==> config.mk <==
export PLATFORM = sky130hd
export DESIGN_NAME = elevator_request_scheduler
export DESIGN_NICKNAME = d
export VERILOG_FILES = /design/src/rtl/elevator_request_scheduler.sv
export SDC_FILE = /design/constraint.sdc
export NUM_CORES = 1
export LEC_CHECK = 0
export BUFFER_PORTS_ARGS = -buffer_cell sky130_fd_sc_hd__buf_2
export CAP_MARGIN = 20
export CORE_MARGIN = 3
export CORE_UTILIZATION = 45
export CTS_BUF_LIST = sky130_fd_sc_hd__clkbuf_4 sky130_fd_sc_hd__clkbuf_8
export CTS_CLUSTER_SIZE = 25
export DETAILED_ROUTE_END_ITERATION = 6
export GPL_ROUTABILITY_DRIVEN = 0
export PLACE_DENSITY = 0.77
export SLEW_MARGIN = 15
export SYNTH_ARGS = -nofsm -noshare
export SYNTH_HDL_FRONTEND = slang
export SYNTH_SLANG_ARGS = --single-unit
==> constraint.sdc <==
create_clock -name clk -period 3.5 [get_ports clk]
set_input_delay 0.175 -clock clk [delete_from_list [all_inputs] [get_ports clk]]
set_output_delay 0.175 -clock clk [all_outputs]
set_load 0.005 [all_outputs]
==> src/rtl/elevator_request_scheduler.sv <==
// LOOK-ordered elevator request scheduler: gathers floor calls into a pending
// bitmap, issues one target at a time to the motion controller and times door dwell.
module elevator_request_scheduler #(
  parameter int NUM_FLOORS  = 8,
  parameter int FLOOR_W     = 3,
  parameter int DOOR_CYCLES = 4
) (
  input  logic                  clk,
  input  logic                  rst,
  input  logic                  call_valid,
  input  logic [FLOOR_W-1:0]    call_floor,
  input  logic [FLOOR_W-1:0]    current_floor,
  input  logic                  arrived,
  input  logic                  hold,
  output logic [FLOOR_W-1:0]    target_floor,
  output logic                  target_valid,
  output logic                  direction_up,
  output logic                  door_open,
  output logic [NUM_FLOORS-1:0] pending,
  output logic                  idle
);

  localparam logic [1:0] IDLE   = 2'd0;
  localparam logic [1:0] SELECT = 2'd1;
  localparam logic [1:0] MOVING = 2'd2;
  localparam logic [1:0] DOOR   = 2'd3;

  localparam int CNT_W = (DOOR_CYCLES > 1) ? $clog2(DOOR_CYCLES) : 1;

  // Decoded floor; out-of-range floors decode to all zeros, which drops them.
  function automatic logic [NUM_FLOORS-1:0] onehot(input logic [FLOOR_W-1:0] f);
    for (int i = 0; i < NUM_FLOORS; i++) onehot[i] = (f == FLOOR_W'(i));
  endfunction

  // Result MSB flags "found"; low bits hold the nearest pending floor above cur.
  function automatic logic [FLOOR_W:0] near_up(input logic [NUM_FLOORS-1:0] p,
                                               input logic [FLOOR_W-1:0] cur);
    near_up = '0;
    for (int i = NUM_FLOORS - 1; i >= 0; i--)
      if (p[i] && (FLOOR_W'(i) > cur)) near_up = {1'b1, FLOOR_W'(i)};
  endfunction

  function automatic logic [FLOOR_W:0] near_down(input logic [NUM_FLOORS-1:0] p,
                                                 input logic [FLOOR_W-1:0] cur);
    near_down = '0;
    for (int i = 0; i < NUM_FLOORS; i++)
      if (p[i] && (FLOOR_W'(i) < cur)) near_down = {1'b1, FLOOR_W'(i)};
  endfunction

  logic [1:0]            state, state_nx;
  logic [CNT_W-1:0]      dwell_cnt, cnt_nx;
  logic [NUM_FLOORS-1:0] set_mask, clr_mask, pending_nx, cur_oh;
  logic [FLOOR_W-1:0]    tgt_nx;
  logic                  tv_nx, dir_nx, door_nx, idle_nx;
  logic [FLOOR_W:0]      ahead, behind;

  always_comb begin
    state_nx = state;
    cnt_nx   = dwell_cnt;
    tgt_nx   = target_floor;
    tv_nx    = target_valid;
    dir_nx   = direction_up;
    door_nx  = door_open;
    clr_mask = '0;
    cur_oh   = onehot(current_floor);
    set_mask = onehot(call_floor) & {NUM_FLOORS{call_valid}};
    // The car is already standing with the door open at current_floor.
    if (state == DOOR) set_mask = set_mask & ~cur_oh;
    ahead  = direction_up ? near_up(pending, current_floor) : near_down(pending, current_floor);
    behind = direction_up ? near_down(pending, current_floor) : near_up(pending, current_floor);

    case (state)
      IDLE: begin
        if (|pending) state_nx = SELECT;
      end
      SELECT: begin
        if (pending == '0) begin
          state_nx = IDLE;
        end else if (|(pending & cur_oh)) begin
          clr_mask = cur_oh;
          state_nx = DOOR;
          door_nx  = 1'b1;
          cnt_nx   = CNT_W'(DOOR_CYCLES - 1);
        end else begin
          if (ahead[FLOOR_W]) begin
            tgt_nx = ahead[FLOOR_W-1:0];
          end else begin
            dir_nx = ~direction_up;
            tgt_nx = behind[FLOOR_W-1:0];
          end
          tv_nx    = 1'b1;
          state_nx = MOVING;
        end
      end
      MOVING: begin
        if (arrived && (current_floor == target_floor)) begin
          tv_nx    = 1'b0;
          clr_mask = onehot(target_floor);
          state_nx = DOOR;
          door_nx  = 1'b1;
          cnt_nx   = CNT_W'(DOOR_CYCLES - 1);
        end else if (ahead[FLOOR_W] &&
                     (direction_up ? (ahead[FLOOR_W-1:0] < target_floor)
                                   : (ahead[FLOOR_W-1:0] > target_floor))) begin
          tgt_nx = ahead[FLOOR_W-1:0];
        end
      end
      default: begin
        if (!hold) begin
          if (dwell_cnt == '0) begin
            door_nx  = 1'b0;
            state_nx = (|pending) ? SELECT : IDLE;
          end else begin
            cnt_nx = dwell_cnt - 1'b1;
          end
        end
      end
    endcase

    // A clear landing on a bit being set in the same cycle wins: the call is served.
    pending_nx = (pending | set_mask) & ~clr_mask;
    idle_nx    = (state_nx == IDLE) && (pending_nx == '0);
  end

  always_ff @(posedge clk) begin
    if (!rst) begin
      state        <= IDLE;
      dwell_cnt    <= '0;
      pending      <= '0;
      target_floor <= '0;
      target_valid <= 1'b0;
      direction_up <= 1'b1;
      door_open    <= 1'b0;
      idle         <= 1'b1;
    end else begin
      state        <= state_nx;
      dwell_cnt    <= cnt_nx;
      pending      <= pending_nx;
      target_floor <= tgt_nx;
      target_valid <= tv_nx;
      direction_up <= dir_nx;
      door_open    <= door_nx;
      idle         <= idle_nx;
    end
  end

endmodule

==> impl_metrics.csv, run 1 <==
group,metric,value,unit
clocking,cts_tree,"yes",
timing,hold-worst-slack,0.183,ns
floorplanning,dieHeight,70.3,µm
synthesis,ys.flop_type,"dfxtp_1",
clocking,clock_path_buffers,2,
synthesis,synthesis.nets,278,
clocking,htreeDepth,1,
critical_path,r2r_end,"target_floor[2]$_SDFFE_PN0P_",
floorplanning,start_util,48.7,%
clocking,ctsHoldBuffers,0,
timing,fmaxAchievable,325,MHz
flow_run,drv_cap,0,
synthesis,avgSynthCellArea,7.22,µm²
global_routing,antenna_found_initial,0,
route,dr.first_iter.drc_count,175,
synthesis,synthesis.area,0.00186,mm²
route,final_antenna_net_count,0,
route,routed_via_density,6.30,
critical_path,reg2reg_from,"pending[5]$_SDFF_PN0_",
synthesis,async_flop_share,0,%
synthesis,ys_seq_area_share,20.4,%
global_routing,grt_max_degree,27,
critical_path,cp_slowest_cell,"dfxtp_1",
synthesis,synthCells,258,
critical_path,cp_cell_sequence,"or3b_1 > a21oi_1 > nor2_1 > o21ai_0 > mux2i_1 > ha_1 > nor2b_1 > o211ai_1 > and4_1 > o211ai_1 > a211oi_2 > o21ai_1 > a21oi_1",
synthesis,synth_common_cells,"30 x nand2_1, 24 x nor2_1, 19 x dfxtp_1, 15 x o21ai_0",
critical_path,critPathLaunch,"pending[5]$_SDFF_PN0_",
critical_path,cp-endpoint,"target_floor[2]$_SDFFE_PN0P_",
global_routing,grt.total_usage,20.9,%
critical_path,r2r_cells,13,
timing,skew,0.00852,ns
min_path,hold_path_class,"in2reg",
power_and_ir_drop,ir_worst_vdd,0.333,mV
clocking,cts_made_buffers,3,
critical_path,worst-path-stages,13,
route,wire_per_inst,16.1,µm
critical_path,worstSetupPathType,"reg2reg",
layout,fin_util,52.9,%
floorplanning,ioPinCount,26,
timing,min_period_over_period,88.0,%
floorplanning,fp-row-count,22,
synthesis,synth_cell_types,58,
floorplanning,die_w,70.3,µm
place,hpwl,3830,µm
clocking,root_buffer,"clkbuf_8",
critical_path,startpoint_type,"flip-flop",
synthesis,yosysMostFrequentCell,"nand2_1",
route,dr.pass1.iters,5,
critical_path,path_delay_family,"compound AO/OA/AOI/OAI gates",
critical_path,cp_data_arrival_time,3.26,ns
layout,syn_to_final_growth,8.74,%
global_routing,grt_pass1_vias,1918,
synthesis,synth_warnings,0,
timing,min_period,3.08,ns
clocking,clock_latency,0.26,ns
route,vias,2027,
timing,slew_headroom,56.8,%
timing,hold_viol,0,
global_routing,overflow,0,
synthesis,ys_seq_elements,19,
layout,nFillCells,376,
floorplanning,die-area,0.00494,mm²
critical_path,crit_path_max_fanout,8,
timing,finalSetupViolations,0,
route,drt-total-wl,5180,µm
critical_path,end_kind,"flip-flop",
layout,fin_area,0.00202,mm²
timing,setup-tns-final,0,ns
critical_path,cpPeakStageDelay,0.48,ns
place,placedCellCount,318,
timing,maxSlewViolCount,0,
synthesis,synth_area_leader_cell,"dfxtp_1",
critical_path,rrSetupSlack,0.42,ns
floorplanning,fp.coreArea,0.00383,mm²
power_and_ir_drop,p_leak,0.772,nW
synthesis,synth_top_cell_area_share,20.4,%
place,io_buffers,25,
place,placed_area,0.00197,mm²
route,drc,0,
power_and_ir_drop,p_per_area,413,mW/mm²
timing,tightest_slew,0.639,ns
layout,final_cells,322,
layout,final_nets,295,
clocking,path_clk_slew,0.08,ns
layout,n_antenna_cell,0,
global_routing,grt_pass1_wl,8510,µm
timing,grt_setup_unrepaired,"no",
status,status,"complete, no violations",
clocking,numClockSinks,19,
synthesis,synth_edf_count,0,
critical_path,critPathBufInv,0,
synthesis,synth_area_leaders,"dfxtp_1 20%, ha_1 6.0%, nand2_1 6.0%",
layout,drive_gt1_share,15.3,%
critical_path,required,3.69,ns
## layout make-up
| cell class | instances | area, µm² | share of cell area (%) |
|---|---|---|---|
| Tap cell | 48 | 60.1 | 2.97 |
| Timing Repair Buffer | 27 | 140 | 6.92 |
| Clock buffer | 3 | 41.3 | 2.04 |
| Inverter | 15 | 56.3 | 2.78 |
| Sequential cell | 19 | 380 | 18.8 |
| Clock inverter | 1 | 7.51 | 0.371 |
| Multi-Input combinational cell | 209 | 1340 | 66.1 |
## layout by cell type, fill, tap and decap left out, types with 4 or more instances in the layout
cell type  instances
nand2b_1           5
a31oi_1           14
nor4_1             5
a21oi_1           11
nor2_1            24
nor3_1             7
buf_2             25
ha_1               9
inv_1             14
dfxtp_1           19
nor2b_1            8
o21ai_0           15
nand3_1           12
nand2_1           30
a211oi_1           4
## kinds of logic (layout without fill, tap and decap cells)
family / Yosys count / in the layout / share of synthesized area, %
DFF: 19 / 19 / 20.4
and+or+nand+nor: 112 / 112 / 30.6
adders and majority gates: 9 / 9 / 6.05
xor gates and xnor gates: 3 / 3 / 1.41
muxes: 7 / 7 / 5.85
AOI/OAI and AO/OA: 78 / 78 / 27.7
buffers and inverters: 30 / 46 / 7.93
## flip-flops by register name, indices dropped and copies added, names as in the netlist
register      flops
direction_up      1
door_open         1
dwell_cnt         2
idle              1
pending           8
state             2
target_floor      3
target_valid      1
## stage by stage
stage | worst slack (ns) | total power, W
after floorplan | 0.628 | 0.000583
after global placement | 0.453 | 0.000661
after detailed placement | 0.320 | 0.000670
after CTS | 0.285 | 0.000830
after global routing | 0.158 | 0.000899
final | 0.420 | 0.000836
## layer usage
layer	track usage (%)	part of all wire, %	up-vias
met4	9.15	2.5	0
li1	-	-	986
met1	26.6	44	928
met2	33.8	45	97
met5	0	0	-
met3	4.17	8.1	16
## worst register-to-register path: cells and delay by family, from the launching register on
family | cells | cell delay, ns
flops | 1 | 0.48
compound gates | 7 | 1.32
simple gates | 4 | 0.81
fa+ha+maj | 1 | 0.30
mux | 1 | 0.12
## power breakdown
| group | internal (W) | total, W | switching, W |
|---|---|---|---|
| clock network | 0.0000804 | 0.000159 | 0.0000788 |
| logic | 0.000157 | 0.000380 | 0.000223 |
| registers | 0.000247 | 0.000297 | 0.0000495 |
| total | 0.000485 | 0.000836 | 0.000351 |
## worst min-delay path by stage
| stage | start | cells after the start | endpoint | slack (ns) |
|---|---|---|---|---|
| after detailed placement | rst | 2 | direction_up$_SDFFE_PN1P_ | 0.46 |
| final | rst | 2 | direction_up$_SDFFE_PN1P_ | 0.18 |
| after global routing | rst | 2 | direction_up$_SDFFE_PN1P_ | 0.19 |
| after global placement | rst | 2 | direction_up$_SDFFE_PN1P_ | 0.45 |
| after CTS | rst | 2 | direction_up$_SDFFE_PN1P_ | 0.18 |
| after floorplan | rst | 2 | target_floor[2]$_SDFFE_PN0P_ | 0.39 |
## what timing repair did
item | in CTS | in global routing
hold endpoints to repair | 0 | 0
setup endpoints to repair | 0 | 2
resized for setup | 0 | 1
buffers inserted | 0 | 0
No activity file was read; power rests on OpenSTA's default activity.
==> run 2: changes to the inputs <==
CELL_PAD_IN_SITES_DETAIL_PLACEMENT = 0   (was not set)
CELL_PAD_IN_SITES_GLOBAL_PLACEMENT = 1   (was not set)
CORE_UTILIZATION = 43   (was 45)
PLACE_DENSITY = 0.94   (was 0.77)
==> impl_metrics.csv, run 2 (same netlist as run 1, synthesis figures left out) <==
group,metric,value,unit
floorplanning,fp-row-count,23,
global_routing,grt_max_degree,27,
timing,hold_viol,0,
timing,skew,0.00737,ns
power_and_ir_drop,ir_worst_vdd,0.381,mV
layout,final_cells,325,
layout,drive_gt1_share,15.6,%
global_routing,overflow,0,
route,vias,2000,
timing,tightest_slew,0.652,ns
timing,min_period_over_period,87.1,%
critical_path,required,3.69,ns
layout,largestRegisters,"pending (8), target_floor (3)",
global_routing,grt_pass1_wl,8470,µm
timing,grt_setup_unrepaired,"no",
route,drc,0,
critical_path,r2r_cells,12,
place,placed_area,0.00198,mm²
layout,largest_register_ffs,8,
timing,min_period,3.05,ns
route,routed_via_density,6.15,
critical_path,startpoint_type,"flip-flop",
min_path,hold_path_class,"in2reg",
floorplanning,start_util,45.6,%
clocking,path_clk_slew,0.08,ns
critical_path,r2r_end,"target_floor[0]$_SDFFE_PN0P_",
route,drt-total-wl,5220,µm
floorplanning,dieHeight,71.8,µm
clocking,root_buffer,"clkbuf_8",
floorplanning,fp.coreArea,0.00409,mm²
layout,final_nets,296,
global_routing,grt.total_usage,20.7,%
route,final_antenna_net_count,0,
critical_path,reg2reg_from,"pending[5]$_SDFF_PN0_",
critical_path,end_kind,"flip-flop",
layout,fin_area,0.00203,mm²
critical_path,cp_data_arrival_time,3.24,ns
route,dr.pass1.iters,5,
clocking,htreeDepth,1,
global_routing,grt_busiest_layer,"met2",
clocking,clock_path_buffers,2,
floorplanning,die_w,71.8,µm
timing,maxSlewViolCount,0,
layout,final_cell_mix,"30 x nand2_1, 25 x buf_2, 24 x nor2_1, 19 x dfxtp_1, 15 x o21ai_0",
clocking,ctsHoldBuffers,0,
clocking,numClockSinks,19,
timing,setup-tns-final,0,ns
critical_path,crit_path_max_fanout,8,
layout,final_common_cell,"nand2_1",
route,dr.first_iter.drc_count,147,
clocking,clock_latency,0.26,ns
critical_path,worstSetupPathType,"reg2reg",
layout,syn_to_final_growth,9.27,%
clocking,cts_made_buffers,3,
power_and_ir_drop,p_leak,0.777,nW
clocking,cts_tree,"yes",
status,status,"complete, no violations",
timing,finalSetupViolations,0,
min_path,holdCritStartpoint,"rst",
global_routing,grt_pass1_vias,1714,
power_and_ir_drop,p_per_area,416,mW/mm²
min_path,whs_endpoint,"idle$_SDFF_PN1_",
layout,n_antenna_cell,0,
critical_path,rrSetupSlack,0.45,ns
place,hpwl,3930,µm
layout,regMostFlops,"pending",
timing,slew_headroom,56.0,%
global_routing,grt_use_met2,31.9,%
place,placedCellCount,321,
flow_run,drv_cap,0,
global_routing,met1_usage,29.7,%
floorplanning,ioPinCount,26,
timing,fmaxAchievable,328,MHz
global_routing,use_met3,3.65,%
route,wire_per_inst,16.1,µm
global_routing,antenna_found_initial,0,
floorplanning,die-area,0.00516,mm²
place,io_buffers,25,
min_path,worstHoldPathCells,2,
run 2: changes by cell type in the layout (fill, tap and decap cells not counted), sizes merged:
cell  change
buf       +1
run 2: layout make-up:
cell class                 count  area, µm²
clock buffer                   3       41.3
inverter                      15       56.3
clock inverter                 1       7.51
multi-input combinational    209       1340
tap                           50       62.6
fill                         414       2050
timing repair buffer          28        148
sequential                    19        380
run 2: routing by layer:
metal,up-vias,part of all wire [%]
met5,-,0
met4,0,0.84
met3,8,7.5
met2,89,45
met1,913,47
li1,990,-
run 2: critical path, cell delays in order (launching register included):
cell and delay (ns):
dfxtp_1 0.48, or3b_1 0.39, a21oi_1 0.18, nand2b_1 0.23, nand2_1 0.08, o22ai_1 0.18
ha_1 0.29, a41oi_1 0.20, and4_1 0.20, o211ai_1 0.09, a211oi_2 0.36, o21ai_0 0.13
a31oi_1 0.15
run 2: how the worst max path moves through the flow:
stage / startpoint / to / slack [ns] / depth (start not counted)
final: pending[5]$_SDFF_PN0_ / target_floor[0]$_SDFFE_PN0P_ / 0.45 / 12
after CTS: pending[5]$_SDFF_PN0_ / target_floor[0]$_SDFFE_PN0P_ / 0.29 / 13
after global placement: current_floor[0] / target_floor[2]$_SDFFE_PN0P_ / 0.43 / 13
after detailed placement: pending[5]$_SDFF_PN0_ / target_floor[0]$_SDFFE_PN0P_ / 0.32 / 13
after floorplan: current_floor[1] / target_floor[2]$_SDFFE_PN0P_ / 0.63 / 16
after global routing: pending[5]$_SDFF_PN0_ / target_floor[0]$_SDFFE_PN0P_ / 0.13 / 12
run 2: report_power, final:
part / leakage, nW / internal (W) / total, W / switching [W]
Combinational: 0.600 / 0.000162 / 0.000387 / 0.000225
Clock: 0.0217 / 0.0000804 / 0.000162 / 0.0000819
Sequential: 0.155 / 0.000247 / 0.000296 / 0.0000483
run 2: metrics by stage:
stage,total power (W),worst slack [ns],util [%],hold WS [ns]
finish,0.000845,0.451,49.8,0.192
global route,0.000916,0.127,49.8,0.197
CTS,0.000839,0.288,49.7,0.188
detailed placement,0.000677,0.323,48.5,0.458
global placement,0.000672,0.431,48.5,0.460
floorplan,0.000583,0.628,-,0.388
run 2: repair_timing:
action	CTS	global route
setup endpoints to repair	0	3
gates resized for setup	0	1
setup buffers	0	0
